### config.mk
export PLATFORM = sky130hd
export DESIGN_NAME = dff_bank_actmon
export DESIGN_NICKNAME = d
export VERILOG_FILES = /design/src/rtl/dff_bank_actmon.sv
export SDC_FILE = /design/constraint.sdc
export NUM_CORES = 1
export LEC_CHECK = 0
export CAP_MARGIN = 20
export CORE_MARGIN = 3
export CORE_UTILIZATION = 45
export CTS_CLUSTER_SIZE = 8
export DETAILED_ROUTE_END_ITERATION = 10
export HOLD_SLACK_MARGIN = 0.08
export PLACE_DENSITY = 0.7
export REMOVE_ABC_BUFFERS = 1
export SLEW_MARGIN = 5
export SYNTH_ARGS = -nofsm -noshare
export SYNTH_HDL_FRONTEND = slang
export SYNTH_SLANG_ARGS = --single-unit
### constraint.sdc
create_clock -name CK -period 7.35 [get_ports CK]
set_input_delay 1.47 -clock CK [delete_from_list [all_inputs] [get_ports CK]]
set_output_delay 1.47 -clock CK [all_outputs]
set_load 0.02 [all_outputs]
### src/rtl/dff_bank_actmon.sv
// Multi-bit register bank with reset value, load enable and a scan shift path.
// It also has a switching-activity monitor. The monitor counts Q bit toggles
// over WINDOW monitored cycles and reports the total on ACT_CNT.
module dff_bank_actmon #(
    parameter int               WIDTH     = 8,
    parameter logic [WIDTH-1:0] RESET_VAL = '0,
    parameter int               WINDOW    = 256,
    parameter int               CNT_W     = 16
) (
    input  logic             CK,
    input  logic             RST,
    input  logic             EN,
    input  logic [WIDTH-1:0] D,
    input  logic             SE,
    input  logic             SI,
    output logic [WIDTH-1:0] Q,
    output logic [WIDTH-1:0] QN,
    output logic             SO,
    input  logic             MON_EN,
    output logic [CNT_W-1:0] ACT_CNT,
    output logic             ACT_VALID,
    output logic             ACT_SAT
);

    localparam int               T_W     = $clog2(WIDTH + 1);
    localparam int               WC_W    = $clog2(WINDOW);
    localparam logic [WC_W-1:0]  WLAST   = WC_W'(WINDOW - 1);
    localparam logic [CNT_W-1:0] CNT_MAX = '1;

    logic [WIDTH-1:0] q_q, q_d;
    logic [CNT_W-1:0] acc_q, acc_d;
    logic [WC_W-1:0]  wcnt_q, wcnt_d;
    logic             sat_q, sat_d;
    logic [CNT_W-1:0] act_cnt_q, act_cnt_d;
    logic             act_valid_q, act_valid_d;
    logic             act_sat_q, act_sat_d;

    logic [WIDTH-1:0] scan_val;
    logic [T_W-1:0]   tog_cnt;
    logic [CNT_W:0]   sum;
    logic             sum_ovf;
    logic [CNT_W-1:0] acc_clamped;
    logic             mon_cycle;

    // A one-bit bank has no lower bits to shift, so SI loads directly.
    generate
        if (WIDTH == 1) begin : g_scan_1
            assign scan_val = SI;
        end else begin : g_scan_n
            assign scan_val = {q_q[WIDTH-2:0], SI};
        end
    endgenerate

    // Data path next state: scan has priority over the load enable.
    always_comb begin
        q_d = q_q;
        if (SE) begin
            q_d = scan_val;
        end else if (EN) begin
            q_d = D;
        end
    end

    // Count the bits that this edge will flip. This is the popcount of Qnext ^ Q.
    always_comb begin
        tog_cnt = '0;
        for (int i = 0; i < WIDTH; i++) begin
            tog_cnt = tog_cnt + T_W'(q_d[i] ^ q_q[i]);
        end
    end

    // Add the toggles with one extra carry bit. Clamp to all-ones so the count never wraps.
    assign sum         = {1'b0, acc_q} + (CNT_W + 1)'(tog_cnt);
    assign sum_ovf     = sum[CNT_W];
    assign acc_clamped = sum_ovf ? CNT_MAX : sum[CNT_W-1:0];
    assign mon_cycle   = MON_EN & ~SE;

    // Window accumulation and the report on the closing monitored edge.
    always_comb begin
        acc_d       = acc_q;
        wcnt_d      = wcnt_q;
        sat_d       = sat_q;
        act_cnt_d   = act_cnt_q;
        act_sat_d   = act_sat_q;
        act_valid_d = 1'b0;
        if (mon_cycle) begin
            if (wcnt_q == WLAST) begin
                act_cnt_d   = acc_clamped;
                act_sat_d   = sat_q | sum_ovf;
                act_valid_d = 1'b1;
                acc_d       = '0;
                wcnt_d      = '0;
                sat_d       = 1'b0;
            end else begin
                acc_d  = acc_clamped;
                wcnt_d = wcnt_q + WC_W'(1);
                sat_d  = sat_q | sum_ovf;
            end
        end
    end

    // State registers. Reset drops any partial window.
    always_ff @(posedge CK or posedge RST) begin
        if (RST) begin
            q_q         <= RESET_VAL;
            acc_q       <= '0;
            wcnt_q      <= '0;
            sat_q       <= 1'b0;
            act_cnt_q   <= '0;
            act_valid_q <= 1'b0;
            act_sat_q   <= 1'b0;
        end else begin
            q_q         <= q_d;
            acc_q       <= acc_d;
            wcnt_q      <= wcnt_d;
            sat_q       <= sat_d;
            act_cnt_q   <= act_cnt_d;
            act_valid_q <= act_valid_d;
            act_sat_q   <= act_sat_d;
        end
    end

    assign Q         = q_q;
    assign QN        = ~q_q;
    assign SO        = q_q[WIDTH-1];
    assign ACT_CNT   = act_cnt_q;
    assign ACT_VALID = act_valid_q;
    assign ACT_SAT   = act_sat_q;

endmodule

==> results.py, run 1 <==
metrics = {
    "power_and_ir_drop": {
        "power.density_nw_per_um2": 273.6,
        "p_clk_share_pct": 17.7,
        "switchingPower_mw": 0.3606,
        "p_leak_nw": 1.505,
        "p_sw_share_pct": 38.12,
        "pwr-share-comb_pct": 45.6,
        "p_int_mw": 0.5853,
        "pwr-share-seq_pct": 36.8,
        "ir_drop_mv": 0.1623,
    },
    "critical_path": {
        "worstPathRequired_ns": 7.54,
        "cp_max_fo": 18,
        "cp_slowest_stage_delay_ns": 0.78,
        "end_kind": "register",
        "start_kind": "input port",
        "cp_common_cell": "fa_1",
        "path_delay_family": "adder cells",
        "crit_arrival_ns": 6.51,
        "crit_type": "input port to register",
        "cp_num_buf_inv": 3,
        "slowest_stage": "clkdlybuf4s50_1",
        "crit_chain": "clkdlybuf4s50_1, o21ai_0, xnor2_1, fa_1, fa_1, inv_1, fa_1, fa_1, inv_1, fa_1, a211oi_1, or2_1, or3_1, o21ai_0, a22o_1",
    },
    "synth": {
        "syn_area_per_cell_um2": 9.603,
        "async_flop_share_pct": 100.0,
        "synth_edf_count": 0,
        "ys_warn_count": 0,
        "syn_area_um2": 2804,
        "yosysSeqAreaShare_pct": 45.52,
        "synth.distinct_cells": 38,
        "synth_seq_cells": 51,
        "synthDominantCellAreaShare_pct": 45.52,
        "synthTopCellsByArea": "dfrtp_1 46%, o21ai_0 5.4%, xnor2_1 4.4%, nor2_1 3.9%, a21oi_1 3.7%",
        "synth_most_common_cell": "dfrtp_1",
        "ys.flop_type": "dfrtp_1",
        "syn_inst": 292,
        "yosys-top-cells-count": "51 x dfrtp_1, 30 x o21ai_0, 29 x nor2_1",
        "yosysTopAreaCell": "dfrtp_1",
    },
    "global_route": {
        "grt_busiest_layer": "met2",
        "met3_usage_pct": 3.689,
        "met1_usage_pct": 24.45,
        "grt_pass1_vias": 2122,
        "gr-total-overflow": 0,
        "grt_max_degree": 52,
        "use_met2_pct": 27.12,
        "grt_pass1_wl_mm": 10.27,
        "antenna_found_initial": 0,
        "grt_usage_pct": 17.17,
    },
    "cts": {
        "cts_hold_buf": 0,
        "clock_path_buffers": 2,
        "clkSinkCount": 51,
        "cts-resized-gates": 0,
        "cts_tree": "done",
        "htreeDepth": 2,
        "cts_root_buffer": "clkbuf_8",
        "post_cts_buffers": 0,
        "insertion_delay_ns": 0.31,
        "cts_buffers": 5,
        "clk_pin_slew_worst_paths_ns": 0.10,
    },
    "floorplanning": {
        "num_rows": 28,
        "die_h_um": 84.94,
        "ioPinCount": 49,
        "core_area_um2": 5991,
        "dieArea_um2": 7214,
        "start_util_pct": 46.80,
        "fp.dieW_um": 84.94,
    },
    "drt": {
        "wire_per_inst_um": 14.68,
        "wl_mm": 6.063,
        "drt.antenna.violating_nets": 0,
        "drt_first_pass_iters": 5,
        "dr.first_iter.drc_count": 170,
        "drc": 0,
        "viasPerCell": 5.426,
        "route.vias.total": 2241,
    },
    "placed_design": {
        "placement.io_buffers": 48,
        "place_ws_ns": 0.7235,
        "dpl.hpwl_mm": 4.319,
        "gp_congestion": 0.7932,
        "dpl.cell_count": 403,
    },
    "status": {
        "status": "completed",
    },
    "sta": {
        "rsz0062_at_grt": "false",
        "tightestPinTransition_ns": 0.8869,
        "period_minus_slack_ns": 6.313,
        "setup_viol": 0,
        "relSlewSlack_pct": 40.75,
        "skew_ns": 0.01392,
        "setup_tns_ns": 0,
        "finalMaxSlewViolations": 0,
        "layout_setup_ws_ns": 1.037,
        "max_freq_mhz": 158.4,
        "fin_crit_sh_pct": 85.90,
        "hold_viol_final": 0,
    },
    "cells_and_area": {
        "syn2layout_area_growth_pct": 23.29,
        "final_util_pct": 57.71,
        "fill_cells": 535,
        "nets": 363,
        "drive_above_1_share_pct": 5.030,
        "post_layout_nonfiller_instances": 413,
        "antenna_cells": 0,
        "multi_input_area_um2": 1413,
        "regArea_um2": 1276,
    },
    "job": {
        "drv_cap": 0,
    },
    "min_path": {
        "worstHoldPathType": "register to register",
    },
}
==> layer usage <==
| metal | vias up | wire (um) |
|---|---|---|
| met5 | - | 0 |
| met4 | 0 | 62 |
| met3 | 9 | 314 |
| met2 | 47 | 2764 |
| met1 | 1072 | 2921 |
| li1 | 1113 | - |
==> power groups by stage <==
stage / sequential (mW) / clock, mW / combinational (mW)
after floorplan: 0.361 / 0 / 0.305
after global placement: 0.352 / 0 / 0.424
after detailed placement: 0.353 / 0 / 0.431
after CTS: 0.348 / 0.171 / 0.437
after global routing: 0.354 / 0.186 / 0.497
final: 0.348 / 0.167 / 0.431
==> sequential cells by signal (all words and copies together) (netlist names) <==
name,cells
acc_q,16
ACT_VALID,1
wcnt_q,8
sat_q,1
ACT_SAT,1
Q,8
ACT_CNT,16
==> cells by family (layout without fill, tap and decap cells) <==
family	count (synthesis)	after routing	share of synthesized area (%)
AO/OA/AOI/OAI	92	92	20.39
buffers and inverters	30	76	4.596
adder cells (fa/ha/maj)	12	12	6.693
XOR/XNOR	21	21	6.560
flip-flops	51	51	45.52
multiplexers	10	10	3.615
AND/OR/NAND/NOR	76	76	12.63
==> worst register-to-register path: stages, from the launching register on <==
cell and delay [ns]:
dfrtp_1 0.41, mux2i_1 0.13, o21ai_0 0.13, xnor2_1 0.25, fa_1 0.48, fa_1 0.55, inv_1 0.06, fa_1 0.57
fa_1 0.20, inv_1 0.05, fa_1 0.41, a211oi_1 0.30, or2_1 0.37, or3_1 0.38, o21ai_0 0.15, a22o_1 0.24
==> through the flow <==
step           power, mW  hold WS (ns)  area [um2]
6_report          0.9459        0.4797        3457
2_1_floorplan     0.6662        0.4459        2735
4_1_cts           0.9560        0.4850        3430
3_3_place_gp      0.7765        0.4626        3338
3_5_place_dp      0.7849        0.4668        3338
5_1_grt            1.037        0.5142        3457
==> layout by cell type (no fill, tap or decap), types with 7 or more instances in the layout <==
master / n
a21o_1: 7
a21oi_1: 21
a22o_1: 8
clkdlybuf4s50_1: 48
dfrtp_1: 51
ha_1: 7
inv_1: 15
mux2i_1: 9
nand2_1: 21
nor2_1: 29
o21ai_0: 30
xnor2_1: 14
xor2_1: 7
==> layout make-up <==
| cell class | count | area share, % |
|---|---|---|
| clock buffers | 5 | 1.991 |
| repair buffers | 52 | 15.13 |
| multi-input cells | 211 | 40.86 |
| well taps | 75 | 2.714 |
| inverters | 16 | 1.737 |
| clock inverters | 3 | 0.6515 |
| flip-flops and latches | 51 | 36.92 |
==> final timing paths <==
kind                               to       from  slack (ns)  cells past startpoint
max                          acc_q[4]         SE        1.04                     15
max in group asynchronous    acc_q[5]        RST        5.48                      3
min reg2reg                 wcnt_q[4]  wcnt_q[4]        0.48                      1
min                         wcnt_q[4]  wcnt_q[4]        0.48                      1
max reg2reg                  acc_q[4]       Q[2]        2.54                     15
min in group asynchronous  ACT_CNT[6]        RST        1.38                      2
No activity file was read; power rests on OpenSTA's default activity.
==> inputs of run 2 (changes only) <==
--- a/config.mk
+++ b/config.mk
@@ -5,13 +5,15 @@
 export SDC_FILE = /design/constraint.sdc
 export NUM_CORES = 1
 export LEC_CHECK = 0
+export ABC_AREA = 1
 export CAP_MARGIN = 20
 export CORE_MARGIN = 3
 export CORE_UTILIZATION = 45
 export CTS_CLUSTER_SIZE = 8
 export DETAILED_ROUTE_END_ITERATION = 10
+export GPL_TIMING_DRIVEN = 1
 export HOLD_SLACK_MARGIN = 0.08
-export PLACE_DENSITY = 0.7
+export PLACE_DENSITY = 0.69
 export REMOVE_ABC_BUFFERS = 1
 export SLEW_MARGIN = 5
 export SYNTH_ARGS = -nofsm -noshare
==> run 2 against run 1 <==
Setup slack better by 0.31 ns. Worst hold slack better by 0.0030 ns. Sequential share of layout area fell by 0.85 points. Combinational power increased by 10%. Clock skew shrank 0.0058 ns. Flip-flop and latch count is the same.
==> results.py, run 2 <==
metrics = {
    "sta": {
        "rsz0062_at_grt": "false",
        "setup_viol": 0,
        "period_minus_slack_ns": 6.003,
        "relSlewSlack_pct": 47.09,
        "max_freq_mhz": 166.6,
        "finalMaxSlewViolations": 0,
        "tightestPinTransition_ns": 0.7917,
        "skew_ns": 0.008129,
        "hold_viol_final": 0,
        "setup_tns_ns": 0,
        "fin_crit_sh_pct": 81.67,
    },
    "critical_path": {
        "start_kind": "input port",
        "worstPathRequired_ns": 7.59,
        "ff2ff_setup_slack_ns": 2.77,
        "crit_type": "input port to register",
        "end_kind": "register",
        "crit_arrival_ns": 6.25,
        "cp_max_fo": 20,
    },
    "global_route": {
        "antenna_found_initial": 0,
        "grt_max_degree": 52,
        "gr-total-overflow": 0,
        "grt_usage_pct": 18.42,
        "grt_pass1_vias": 2452,
        "grt_pass1_wl_mm": 11.17,
    },
    "drt": {
        "wl_mm": 6.300,
        "drt.antenna.violating_nets": 0,
        "viasPerCell": 4.925,
        "wire_per_inst_um": 12.73,
        "drt_first_pass_iters": 5,
        "route.vias.total": 2438,
        "dr.first_iter.drc_count": 98,
        "drc": 0,
    },
    "job": {
        "drv_cap": 0,
    },
    "floorplanning": {
        "fp.dieW_um": 86.70,
        "die_h_um": 86.70,
        "dieArea_um2": 7516,
        "num_rows": 28,
        "start_util_pct": 48.07,
        "ioPinCount": 49,
        "core_area_um2": 6096,
    },
    "synth": {
        "yosys-top-cells-count": "145 x nand2_1, 51 x dfrtp_1, 33 x inv_1",
        "synth_seq_cells": 51,
        "synth_edf_count": 0,
        "ys_warn_count": 0,
        "yosysTopAreaCell": "dfrtp_1",
        "async_flop_share_pct": 100.0,
        "yosysSeqAreaShare_pct": 43.55,
        "syn_inst": 374,
        "synthDominantCellAreaShare_pct": 43.55,
        "ys.flop_type": "dfrtp_1",
        "synth_most_common_cell": "nand2_1",
        "synth.distinct_cells": 31,
        "syn_area_um2": 2930,
        "synthTopCellsByArea": "dfrtp_1 44%, nand2_1 19%, inv_1 4.2%, nand3_2 3.8%, nor2_1 3.5%",
        "syn_area_per_cell_um2": 7.835,
    },
    "cells_and_area": {
        "antenna_cells": 0,
        "nets": 445,
        "layout_commonest_cell": "nand2_1",
        "final_cell_mix": "145 x nand2_1, 51 x dfrtp_1, 48 x clkdlybuf4s50_1",
        "final_util_pct": 58.05,
        "syn2layout_area_growth_pct": 20.75,
        "drive_above_1_share_pct": 8.810,
    },
    "power_and_ir_drop": {
        "switchingPower_mw": 0.4161,
        "power.density_nw_per_um2": 282.2,
        "p_clk_share_pct": 16.3,
        "p_int_mw": 0.5825,
        "p_leak_nw": 1.793,
        "p_sw_share_pct": 41.67,
        "pwr-share-comb_pct": 47.6,
        "pwr-share-seq_pct": 36.1,
        "ir_drop_mv": 0.1385,
    },
    "cts": {
        "clock_path_buffers": 2,
        "cts_buffers": 5,
        "insertion_delay_ns": 0.31,
        "cts_tree": "done",
        "htreeDepth": 2,
        "clkSinkCount": 51,
        "cts-resized-gates": 0,
        "clk_pin_slew_worst_paths_ns": 0.09,
        "post_cts_buffers": 0,
        "cts_hold_buf": 0,
        "cts_root_buffer": "clkbuf_8",
    },
    "placed_design": {
        "dpl.hpwl_mm": 4.521,
        "gp_congestion": 0.8660,
        "placement.io_buffers": 48,
    },
    "min_path": {
        "worstHoldPathType": "register to register",
    },
    "status": {
        "status": "completed",
    },
}
[run 2: cell count changes in the layout (fill, tap and decap cells not counted), moves of 9 or more]
| cell | change |
|---|---|
| a21oi_1 | -14 |
| mux2i_1 | -9 |
| xnor2_1 | -12 |
| nand3_1 | +14 |
| inv_1 | +17 |
| o21ai_0 | -10 |
| nand3_2 | +11 |
| nand2_1 | +124 |
[run 2: worst max-delay path, cell delays in order]
cell             delay, ns
clkdlybuf4s50_1       0.64
nor2_1                0.19
a21oi_1               0.05
o21ai_1               0.20
xor2_1                0.24
fa_1                  0.49
fa_1                  0.55
inv_1                 0.06
fa_1                  0.51
fa_1                  0.43
inv_1                 0.13
fa_1                  0.21
nand2_1               0.09
nand2_1               0.09
o21ai_2               0.09
nor2_2                0.15
nand2_2               0.32
nand3_2               0.19
nand2_1               0.06
nand2_1               0.08
[run 2: per-stage QoR]
| stage | cell area (um2) | hold WS (ns) | setup slack (ns) | power (mW) | cells |
|---|---|---|---|---|---|
| 2_1_floorplan | 2855 | 0.4451 | 2.204 | 0.7236 | 363 |
| 3_3_place_gp | 3430 | 0.4625 | 1.155 | 0.8301 | 486 |
| 3_5_place_dp | 3430 | 0.4700 | 1.016 | 0.8440 | 486 |
| 4_1_cts | 3518 | 0.4926 | 1.308 | 1.012 | 494 |
| 5_1_grt | 3538 | 0.5195 | 1.008 | 1.098 | 495 |
| 6_report | 3538 | 0.4827 | 1.347 | 0.9985 | 495 |
[run 2: cells by family after synthesis]
family / synth area share (%)
AO/OA/AOI/OAI: 6.746
XOR/XNOR: 3.288
adder cells (fa/ha/maj): 6.405
buffers and inverters: 7.430
flip-flops: 43.55
AND/OR/NAND/NOR: 32.58
[run 2: power by group through the flow]
stage	logic (mW)	registers, mW	clock network (mW)
6_report	0.475	0.360	0.163
5_1_grt	0.550	0.368	0.181
4_1_cts	0.482	0.360	0.169
3_5_place_dp	0.478	0.366	0
3_3_place_gp	0.466	0.365	0
2_1_floorplan	0.357	0.367	0
[run 2: cell type report]
type,count,area [um2]
inverter,38,142.6
timing repair buffer,49,500.5
tap,75,93.84
fill,601,2557
clock inverter,3,20.02
sequential,51,1276
multi-input combinational,274,1436
clock buffer,5,68.82
[run 2: metal layers]
metal / share of wire, % / vias to the layer above / global-route usage [%]
li1: - / 1257 / -
met2: 47 / 46 / 30.95
met4: 0.95 / 0 / 4.674
met3: 5.0 / 6 / 3.137
met5: 0 / - / 0
met1: 47 / 1129 / 24.76
[run 2: worst paths after layout]
check,start,endpoint,depth (start not counted)
min in group asynchronous,RST,wcnt_q[2],2
max,EN,ACT_CNT[14],20
max reg2reg,Q[0],ACT_CNT[14],20
max in group asynchronous,RST,ACT_CNT[13],3
min reg2reg,ACT_CNT[11],ACT_CNT[11],2
min,ACT_CNT[11],ACT_CNT[11],2
==> patch, RTL diff (settings of run 2) <==
Make the reset (`RST`) synchronous in one clocked block.
--- a/src/rtl/dff_bank_actmon.sv
+++ b/src/rtl/dff_bank_actmon.sv
@@ -100,7 +100,7 @@
     end
 
     // State registers. Reset drops any partial window.
-    always_ff @(posedge CK or posedge RST) begin
+    always_ff @(posedge CK) begin
         if (RST) begin
             q_q         <= RESET_VAL;
             acc_q       <= '0;
Check against the original RTL: differs if RST is asserted again (counterexample within 4 cycles, from zero or initial values and one cycle with RST high); with RST held inactive, the same outputs for 10 cycles.
==> patch against run 2 <==
- non-clock buffer count unchanged
- power down 25%
- critical endpoint is now acc_q[2]
- global-route usage decreased by 1.0 points
- core utilization fell by 1.3 points
- via count is 0.70% lower
- cell area fell by 4.5%
- synthesized area shrank 4.9%
- critical path depth unchanged
- routed wire length is 5.2% lower
- sequential cell count unchanged
- setup slack better by 94 ps
- clock power increased by 3%
- fmax rose by 1.6%
==> patch: results (changes against run 2) <==
status: complete, no violations (unchanged)
area of the multi-input gates: 1530 um2 (was 1440 um2)
clock skew: 12.9 ps (was 8.13 ps)
iteration-0 DRC count of the detailed router: 116 (was 98)
routability cong.: 0.843 (was 0.866)
register-to-register setup slack: 2990 ps (was 2770 ps)
layout cells sized above 1: 0.107 (was 0.0881)
area post-placement: 3290 um2 (was 3430 um2)
largest net degree at the start of global routing: 30 (was 52)
top cells by area, synth: dfxtp_1, nand2_1, nand3_1 (was dfrtp_1, nand2_1, inv_1)
Register-to-Register Path Depth: 19 (was 20)
Overall Global Routing Usage: 0.174 (was 0.184)
dpl ws: 1160 ps (was 1020 ps)
post-route clock period utilization: 0.804 (was 0.817)
dpl hpwl: 4.33 mm (was 4.52 mm)
post-synth top area cell: dfxtp_1 (was dfrtp_1)
Via density: 4.89 (was 4.93)
Synth async-reset ratio: 0 (was 1.00)
vias in the first global route: 2319 (was 2452)
FF-to-FF Start: Q[2] (was Q[0])
Seq/Total Area, Yosys: 0.366 (was 0.436)
Total Wirelength: 5.98 mm (was 6.30 mm)
Mapped Cells: 375 (was 374)
Initial DRT Pass Iterations: 4 (was 5)
Crit Reg-Reg Endpoint: acc_q[2] (was ACT_CNT[14])
## patch: worst min-delay path by stage
stage,startpoint,endpoint,slack (ps),depth (start not counted)
floorplan,acc_q[2],acc_q[2],440,2
global placement,ACT_CNT[14],ACT_CNT[14],440,2
detailed placement,ACT_CNT[15],ACT_CNT[15],440,2
CTS,ACT_CNT[12],ACT_CNT[12],460,2
global route,ACT_CNT[6],ACT_CNT[6],470,2
finish,ACT_CNT[14],ACT_CNT[14],460,2
## patch: layer usage
| layer | wire [um] | GRT usage | vias up |
|---|---|---|---|
| met5 | 0 | 0 | - |
| met4 | 41 | 0.0345 | 0 |
| met3 | 210 | 0.0324 | 4 |
| met2 | 2710 | 0.283 | 40 |
| met1 | 3020 | 0.244 | 1088 |
| li1 | - | - | 1289 |
## patch: logic make-up (layout without fill, tap and decap cells)
group | after synthesis | in the layout | synth area share
AND/OR/NAND/NOR | 189 | 189 | 0.314
buffers and inverters | 51 | 96 | 0.0831
flip-flops | 51 | 51 | 0.366
AO/OA/AOI/OAI | 58 | 58 | 0.125
XOR/XNOR | 14 | 14 | 0.0440
adder cells (fa/ha/maj) | 12 | 12 | 0.0674
## patch: through the flow
stage	power (W)	hold WS (ps)
after floorplan	0.000521	444
after detailed placement	0.000585	438
after global placement	0.000579	437
final	0.000751	456
after CTS	0.000760	457
after global routing	0.000813	472
## patch: worst max-delay path: stages
cell and delay [ps]:
clkdlybuf4s50_1 660, a21oi_1 230, o21ai_0 110, o21ai_0 150, xor2_1 220, fa_1 470, fa_1 540, inv_1 50
fa_1 510, fa_1 420, inv_1 120, fa_1 190, nand2_1 90, nand2_1 90, o21ai_2 90, nor2_4 140
nand2_4 180, o21ai_0 190, nand2_1 80, a21oi_1 140
## patch: power groups by stage
stage / clock network [W] / registers (W) / logic (W)
global route: 0.000185 / 0.000299 / 0.000330
detailed placement: 0 / 0.000303 / 0.000282
CTS: 0.000175 / 0.000297 / 0.000289
global placement: 0 / 0.000303 / 0.000276
floorplan: 0 / 0.000305 / 0.000215
finish: 0.000168 / 0.000297 / 0.000286
## patch: final cells by class
class	instances	area share
clock inverters	3	0.00740
clock buffers	5	0.0204
repair buffers	49	0.144
multi-input cells	273	0.454
well taps	75	0.0278
flip-flops and latches	51	0.302
inverters	39	0.0444
